File: src/rtl/mrd_fsmwr_wr_pkg.sv
// Shared constants, FSM encoding and bus types for the mixed-radix DFT memory
// write-back path.
package mrd_mem_pkt;

    localparam int wDATA     = 30;
    localparam int wADDR     = 10;
    localparam int NUM_BANKS = 7;
    localparam int NUM_LANES = 5;

    localparam logic [2:0] BANK_NONE = 3'd7;

    typedef enum logic [2:0] {
        FSM_IDLE        = 3'd0,
        FSM_RD          = 3'd3,
        FSM_WAIT_WR_END = 3'd4,
        FSM_SOURCE      = 3'd5
    } fsm_e;

    // One butterfly result beat: up to five lanes, each tagged with its bank and address.
    typedef struct packed {
        logic                                 valid;
        logic [2:0]                           factor;
        logic [NUM_LANES-1:0][2:0]            bank_index;
        logic [NUM_LANES-1:0][wADDR-1:0]      bank_addr;
        logic [NUM_LANES-1:0][wDATA-1:0]      d_real;
        logic [NUM_LANES-1:0][wDATA-1:0]      d_imag;
    } mrd_rdx2345_t;

    typedef struct packed {
        logic [NUM_BANKS-1:0]                 wren;
        logic [NUM_BANKS-1:0][wADDR-1:0]      wraddr;
        logic [NUM_BANKS-1:0][wDATA-1:0]      din_real;
        logic [NUM_BANKS-1:0][wDATA-1:0]      din_imag;
    } mrd_mem_wr_t;

endpackage

File: src/rtl/mrd_fsmwr_wr_bank_sel.sv
// Per-bank write selector: the lowest-numbered live lane aimed at this bank
// supplies the registered write enable, address and data.
module mrd_wr_bank_sel
    import mrd_mem_pkt::*;
#(
    parameter int BANK = 0
) (
    input  logic                            clk,
    input  logic                            rst_n,
    input  logic [NUM_LANES-1:0]            live,
    input  logic [NUM_LANES-1:0][2:0]       idx,
    input  logic [NUM_LANES-1:0][wADDR-1:0] addr,
    input  logic [NUM_LANES-1:0][wDATA-1:0] re,
    input  logic [NUM_LANES-1:0][wDATA-1:0] im,
    output logic                            wren,
    output logic [wADDR-1:0]                wraddr,
    output logic [wDATA-1:0]                din_real,
    output logic [wDATA-1:0]                din_imag
);

    localparam logic [2:0] BANK_ID = 3'(BANK);

    logic             hit;
    logic [wADDR-1:0] sel_addr;
    logic [wDATA-1:0] sel_re;
    logic [wDATA-1:0] sel_im;

    // Scan from the top lane down so the lowest matching lane overwrites last.
    always_comb begin
        hit      = 1'b0;
        sel_addr = '0;
        sel_re   = '0;
        sel_im   = '0;
        for (int k = NUM_LANES - 1; k >= 0; k--) begin
            if (live[k] && idx[k] == BANK_ID) begin
                hit      = 1'b1;
                sel_addr = addr[k];
                sel_re   = re[k];
                sel_im   = im[k];
            end
        end
    end

    always_ff @(posedge clk) begin
        if (!rst_n) begin
            wren     <= 1'b0;
            wraddr   <= '0;
            din_real <= '0;
            din_imag <= '0;
        end else begin
            wren     <= hit;
            wraddr   <= sel_addr;
            din_real <= sel_re;
            din_imag <= sel_im;
        end
    end

endmodule

File: src/rtl/mrd_fsmwr_wr.sv
// Write-back stage: scatters butterfly lanes into the seven RAM banks and pulses
// wr_end after the last beat of a stage. MRD_WR_CONFLICT_CHK_EN adds bank-conflict detection.
module mrd_fsmwr_wr
    import mrd_mem_pkt::*;
(
    input  logic         clk,
    input  logic         rst_n,
    input  logic [2:0]   fsm,
    input  logic [2:0]   fsm_r,
    input  logic [11:0]  wr_stop,
    input  mrd_rdx2345_t in_rdx2345_data,
    output mrd_mem_wr_t  wrRAM_FSMwr,
    output logic         wr_end,
    output logic         bank_conflict
);

    logic [NUM_LANES-1:0]            live_in;
    logic                            s1_valid;
    logic                            s1_clr;
    logic [NUM_LANES-1:0]            s1_live;
    logic [NUM_LANES-1:0][2:0]       s1_idx;
    logic [NUM_LANES-1:0][wADDR-1:0] s1_addr;
    logic [NUM_LANES-1:0][wDATA-1:0] s1_re;
    logic [NUM_LANES-1:0][wDATA-1:0] s1_im;

    logic [11:0] cnt_wr;
    logic [11:0] cnt_inc;
    logic        wr_end_arm;

    logic [NUM_BANKS-1:0]            wren_w;
    logic [NUM_BANKS-1:0][wADDR-1:0] wraddr_w;
    logic [NUM_BANKS-1:0][wDATA-1:0] re_w;
    logic [NUM_BANKS-1:0][wDATA-1:0] im_w;

    // Lanes at or above the radix, or tagged with the "no bank" index, never write.
    always_comb begin
        live_in = '0;
        for (int k = 0; k < NUM_LANES; k++) begin
            live_in[k] = in_rdx2345_data.valid
                       && (in_rdx2345_data.bank_index[k] != BANK_NONE)
                       && (3'(k) < in_rdx2345_data.factor);
        end
    end

    always_ff @(posedge clk) begin
        if (!rst_n) begin
            s1_valid <= 1'b0;
            s1_clr   <= 1'b0;
            s1_live  <= '0;
            s1_idx   <= '0;
            s1_addr  <= '0;
            s1_re    <= '0;
            s1_im    <= '0;
        end else begin
            s1_valid <= in_rdx2345_data.valid;
            s1_clr   <= (fsm == FSM_RD) && (fsm_r != FSM_RD);
            s1_live  <= live_in;
            s1_idx   <= in_rdx2345_data.bank_index;
            s1_addr  <= in_rdx2345_data.bank_addr;
            s1_re    <= in_rdx2345_data.d_real;
            s1_im    <= in_rdx2345_data.d_imag;
        end
    end

    // A stage start that coincides with a valid beat counts that beat as the first.
    assign cnt_inc = (s1_clr ? 12'd0 : cnt_wr) + 12'd1;

    always_ff @(posedge clk) begin
        if (!rst_n) begin
            cnt_wr     <= '0;
            wr_end_arm <= 1'b0;
            wr_end     <= 1'b0;
        end else begin
            wr_end_arm <= 1'b0;
            wr_end     <= wr_end_arm;
            if (s1_valid) begin
                if (cnt_inc == wr_stop) begin
                    cnt_wr     <= '0;
                    wr_end_arm <= 1'b1;
                end else begin
                    cnt_wr <= cnt_inc;
                end
            end else if (s1_clr) begin
                cnt_wr <= '0;
            end
        end
    end

    for (genvar b = 0; b < NUM_BANKS; b++) begin : g_bank
        mrd_wr_bank_sel #(.BANK(b)) u_sel (
            .clk      (clk),
            .rst_n    (rst_n),
            .live     (s1_live),
            .idx      (s1_idx),
            .addr     (s1_addr),
            .re       (s1_re),
            .im       (s1_im),
            .wren     (wren_w[b]),
            .wraddr   (wraddr_w[b]),
            .din_real (re_w[b]),
            .din_imag (im_w[b])
        );
    end

    assign wrRAM_FSMwr = '{wren: wren_w, wraddr: wraddr_w, din_real: re_w, din_imag: im_w};

`ifdef MRD_WR_CONFLICT_CHK_EN
    logic pair_hit;

    always_comb begin
        pair_hit = 1'b0;
        for (int i = 0; i < NUM_LANES; i++) begin
            for (int j = i + 1; j < NUM_LANES; j++) begin
                if (s1_live[i] && s1_live[j] && s1_idx[i] == s1_idx[j]) begin
                    pair_hit = 1'b1;
                end
            end
        end
    end

    always_ff @(posedge clk) begin
        if (!rst_n) begin
            bank_conflict <= 1'b0;
        end else if (pair_hit) begin
            bank_conflict <= 1'b1;
        end
    end
`else
    assign bank_conflict = 1'b0;
`endif

endmodule

File: config.mk
export PLATFORM = sky130hd
export DESIGN_NAME = mrd_fsmwr_wr
export DESIGN_NICKNAME = d
export VERILOG_FILES = /design/src/rtl/mrd_fsmwr_wr_pkg.sv /design/src/rtl/mrd_fsmwr_wr_bank_sel.sv /design/src/rtl/mrd_fsmwr_wr.sv
export SDC_FILE = /design/constraint.sdc
export NUM_CORES = 2
export LEC_CHECK = 0
export CELL_PAD_IN_SITES_DETAIL_PLACEMENT = 2
export CELL_PAD_IN_SITES_GLOBAL_PLACEMENT = 2
export CORE_ASPECT_RATIO = 1.1
export CORE_MARGIN = 1.5
export CORE_UTILIZATION = 34
export DETAILED_ROUTE_END_ITERATION = 6
export PLACE_DENSITY = 0.89
export SLEW_MARGIN = 20
export SYNTH_ARGS = -nofsm -noshare
export SYNTH_HDL_FRONTEND = slang
export SYNTH_SLANG_ARGS = --single-unit
File: constraint.sdc
create_clock -name clk -period 6.8 [get_ports clk]
set_input_delay 0.68 -clock clk [delete_from_list [all_inputs] [get_ports clk]]
set_output_delay 0.68 -clock clk [all_outputs]
set_load 0.02 [all_outputs]
==> Implementation_results.wiki <==
{| class="wikitable"
! Metric !! Value
|-
| Via count of the first global-routing pass || 49.37k
|-
| Sequential-to-total area share from yosys stat || 42.43%
|-
| Max clock buf depth || 3
|-
| Flop2flop setup slack || 2950 ps
|-
| Most common cell in the synthesized netlist || sky130_fd_sc_hd__dfxtp_1
|-
| Final Hold Viols || 0
|-
| Count of nets left with antenna violations after detail routing || 0
|-
| Worst-path clk slew || 60 ps
|-
| Kind of capture point of the worst setup path || flip-flop
|-
| All-layer global routing usage || 40.55%
|-
| Final weighted congestion of routability-driven global placement || 0.9039
|-
| Post-Syn Nets || 4917
|-
| Post-cts gate resize count || 0
|-
| Total gr overflow || 0
|-
| I/O pin count || 888
|-
| Min Hold Slack || 452.2 ps
|-
| Worst setup skew after layout || 39.70 ps
|-
| Insertion delay to the later sink of the worst-skew pair || 740 ps
|-
| CTS buffer count || 98
|-
| Number of port buffers || 886
|-
| Total standard cell area after synthesis || 0.04166 mm²
|-
| Most frequent cells after synthesis || sky130_fd_sc_hd__dfxtp_1 (883), sky130_fd_sc_hd__nand2_1 (511), sky130_fd_sc_hd__clkbuf_1 (463), sky130_fd_sc_hd__and2_1 (436), sky130_fd_sc_hd__nor2_1 (378)
|-
| Dominant cells by area after synthesis || sky130_fd_sc_hd__dfxtp_1 (42%), sky130_fd_sc_hd__a221oi_1 (7.3%), sky130_fd_sc_hd__o211a_1 (6.6%), sky130_fd_sc_hd__and2_1 (6.5%), sky130_fd_sc_hd__o311ai_0 (5.8%)
|-
| Synthesis Warnings || 0
|-
| Buffer type at the clock tree root || sky130_fd_sc_hd__clkbuf_16
|-
| Die H || 370.1 µm
|-
| Share of the clock period used by the worst path after layout || 56.60%
|-
| Number of instances in the synthesized netlist || 4528
|-
| Initial core utilization || 34.32%
|-
| Min Tclk post-route || 3849 ps
|-
| Number of antenna violations at the first check in global routing || 34
|-
| CTS tree || yes
|-
| Flip-flop and latch count after synthesis || 883
|-
| Setup violations, final || 0
|-
| Width of the die || 336.8 µm
|-
| Count of maximum capacitance violations || 0
|-
| Startpoint type of the worst setup path || flip-flop
|-
| Relative slew margins || 15.66%
|-
| Drt drc || 0
|-
| Predominant post-synthesis flop cell || sky130_fd_sc_hd__dfxtp_1
|-
| Number of buffers added for setup after CTS || 0
|-
| Count of vias placed by the detailed router || 46.57k
|-
| Synth top area share || 42.43%
|-
| Peak supply drop || 0.1944 mV
|-
| Worst setup path category || reg -> reg
|-
| Share of final-layout standard cells stronger than drive strength 1 || 9.639%
|-
| # fillers || 12.69k
|-
| Highest net fanout along the worst path || 27
|-
| Synth-to-Final Area Change || 31.75%
|-
| Number of violations reported at the end of detailed-routing iteration 0 || 5275
|-
| Unrepaired setup endpoints after global routing || false
|-
| Post-synth EDFFs || 0
|-
| Worst endpoint data arrival time || 4390 ps
|-
| Detail-routed via count per cell || 6.850
|-
| Total power per unit cell area || 228.9 mW/mm²
|-
| Detailed placer's ending HPWL || 159.2 mm
|-
| Mean instance size in the synthesized netlist || 9.201 µm²
|-
| Share of synthesized flip-flops with an asynchronous set or reset || 0%
|-
| Net total in the final layout || 5470
|-
| Global-route wire length before repair || 369.3 mm
|-
| Wire length per cell after detailed routing || 38.56 µm
|-
| Total Negative Setup Slacks || 0 ps
|-
| Pleak || 21.12 nW
|-
| Number of levels the H-tree was split into || 3
|-
| Library cell occupying the most area in the post-synthesis netlist || sky130_fd_sc_hd__dfxtp_1
|-
| Worst-margin pin slew || 1265 ps
|-
| Hold/Removal Path Class || reg -> reg
|-
| Count of pins over their slew limit || 0
|-
| Sink count of the clock tree || 883
|-
| Die area || 0.1246 mm²
|-
| Run status || finished, final reports clean
|-
| Endpoint required time on the critical path || 7340 ps
|-
| Area of the core || 0.1214 mm²
|-
| Pre-Repair DR Iteration Count || 6
|-
| Largest net degree at the start of global routing || 187
|-
| Standard-cell rows || 134
|-
| Final wirelength || 262.2 mm
|-
| Number of buffers inserted by hold repair at cts || 0
|-
| Count of different cell masters after synthesis || 58
|-
| Highest Clock Rate || 0.2598 GHz
|}
flip-flops by register name (all words and copies together), names as in the netlist:
register               count
cnt_wr                    12
g_bank.u_sel.din_imag    210
g_bank.u_sel.din_real    210
g_bank.u_sel.wraddr       70
g_bank.u_sel.wren          7
s1_addr                   50
s1_clr                     1
s1_idx                    15
s1_im                    150
s1_live                    5
s1_re                    150
s1_valid                   1
wr_end                     1
wr_end_arm                 1
critical path: stages, from the launching register on:
cell and delay [ps]:
sky130_fd_sc_hd__dfxtp_1 1050, sky130_fd_sc_hd__clkinv_1 620, sky130_fd_sc_hd__o211ai_1 320, sky130_fd_sc_hd__nand4_1 130
sky130_fd_sc_hd__a311o_1 350, sky130_fd_sc_hd__o41ai_2 1030, sky130_fd_sc_hd__nor3_1 160
per-stage QoR:
step / total power [W] / cell area, µm² / utilization, % / worst slack (ps) / cells
final: 0.01257 / 54890 / 45.22 / 2951 / 6799
after global routing: 0.01284 / 54860 / 45.20 / 2890 / 6789
after CTS: 0.01254 / 54860 / 45.19 / 3116 / 6788
after detailed placement: 0.006892 / 51520 / 42.44 / 3149 / 6613
after global placement: 0.006843 / 51520 / 42.44 / 3241 / 6613
after floorplan: 0.006152 / 41660 / - / 4283 / 4528
power by group:
group	internal, W	total (W)	switching [W]
Combinational	0.000544	0.00116	0.000616
Sequential	0.00535	0.00570	0.000354
Clock	0.00323	0.00570	0.00247
per-layer routing:
metal  up-vias  GRT usage (%)  part of all wire, %
met3      1308          12.24                   11
met5         -              0                 0.11
met1     23280          47.23                   36
li1      18190              -                    -
met2      3751          62.52                   44
met4        42          30.60                  8.6
layout make-up:
cell class,instances,area [µm²],share of cell area (%)
Multi-Input combinational cell,3126,22280,40.59
Sequential cell,883,17680,32.21
Timing Repair Buffer,963,9493,17.30
Clock buffer,136,2879,5.245
Tap cell,1632,2042,3.720
Clock inverter,39,455.4,0.8298
Inverter,9,33.78,0.06155
Antenna cell,11,27.53,0.05015
path summary, 6_finish.rpt:
check                                 from         to  cells past startpoint
worst min-delay path            wr_end_arm     wr_end                      1
worst max register to register      s1_clr  cnt_wr[5]                      6
worst max-delay path                s1_clr  cnt_wr[5]                      6
worst min register to register  wr_end_arm     wr_end                      1
layout by cell type (no fill, tap or decap), types with 13 or more instances in the layout:
| master | instances |
|---|---|
| sky130_fd_sc_hd__a21oi_1 | 19 |
| sky130_fd_sc_hd__clkinv_2 | 14 |
| sky130_fd_sc_hd__o311ai_0 | 274 |
| sky130_fd_sc_hd__nor2b_1 | 16 |
| sky130_fd_sc_hd__a21boi_0 | 143 |
| sky130_fd_sc_hd__a221oi_1 | 348 |
| sky130_fd_sc_hd__clkdlybuf4s50_1 | 885 |
| sky130_fd_sc_hd__clkbuf_1 | 13 |
| sky130_fd_sc_hd__nand2_1 | 507 |
| sky130_fd_sc_hd__clkbuf_8 | 22 |
| sky130_fd_sc_hd__buf_4 | 73 |
| sky130_fd_sc_hd__and2_1 | 436 |
| sky130_fd_sc_hd__nand3_1 | 14 |
| sky130_fd_sc_hd__dfxtp_1 | 883 |
| sky130_fd_sc_hd__nor2_1 | 369 |
| sky130_fd_sc_hd__o211ai_1 | 135 |
| sky130_fd_sc_hd__mux2_2 | 210 |
| sky130_fd_sc_hd__o211a_1 | 273 |
| sky130_fd_sc_hd__o31ai_1 | 69 |
| sky130_fd_sc_hd__a221o_1 | 134 |
| sky130_fd_sc_hd__clkbuf_16 | 101 |
| sky130_fd_sc_hd__nor3_1 | 25 |
cells by family (layout without fill, tap and decap cells):
kind of cell    after synthesis  in the layout  share of synthesized area (%)
compound gates             1447           1447                          30.27
xor+xnor                     17             17                         0.3574
buf+inv                     519           1147                          4.775
flops                       883            883                          42.43
mux                         213            213                          5.748
other cells                   1             12                       0.009001
simple gates               1448           1448                          16.40
Note: power is estimated with default switching activity, not from simulation.
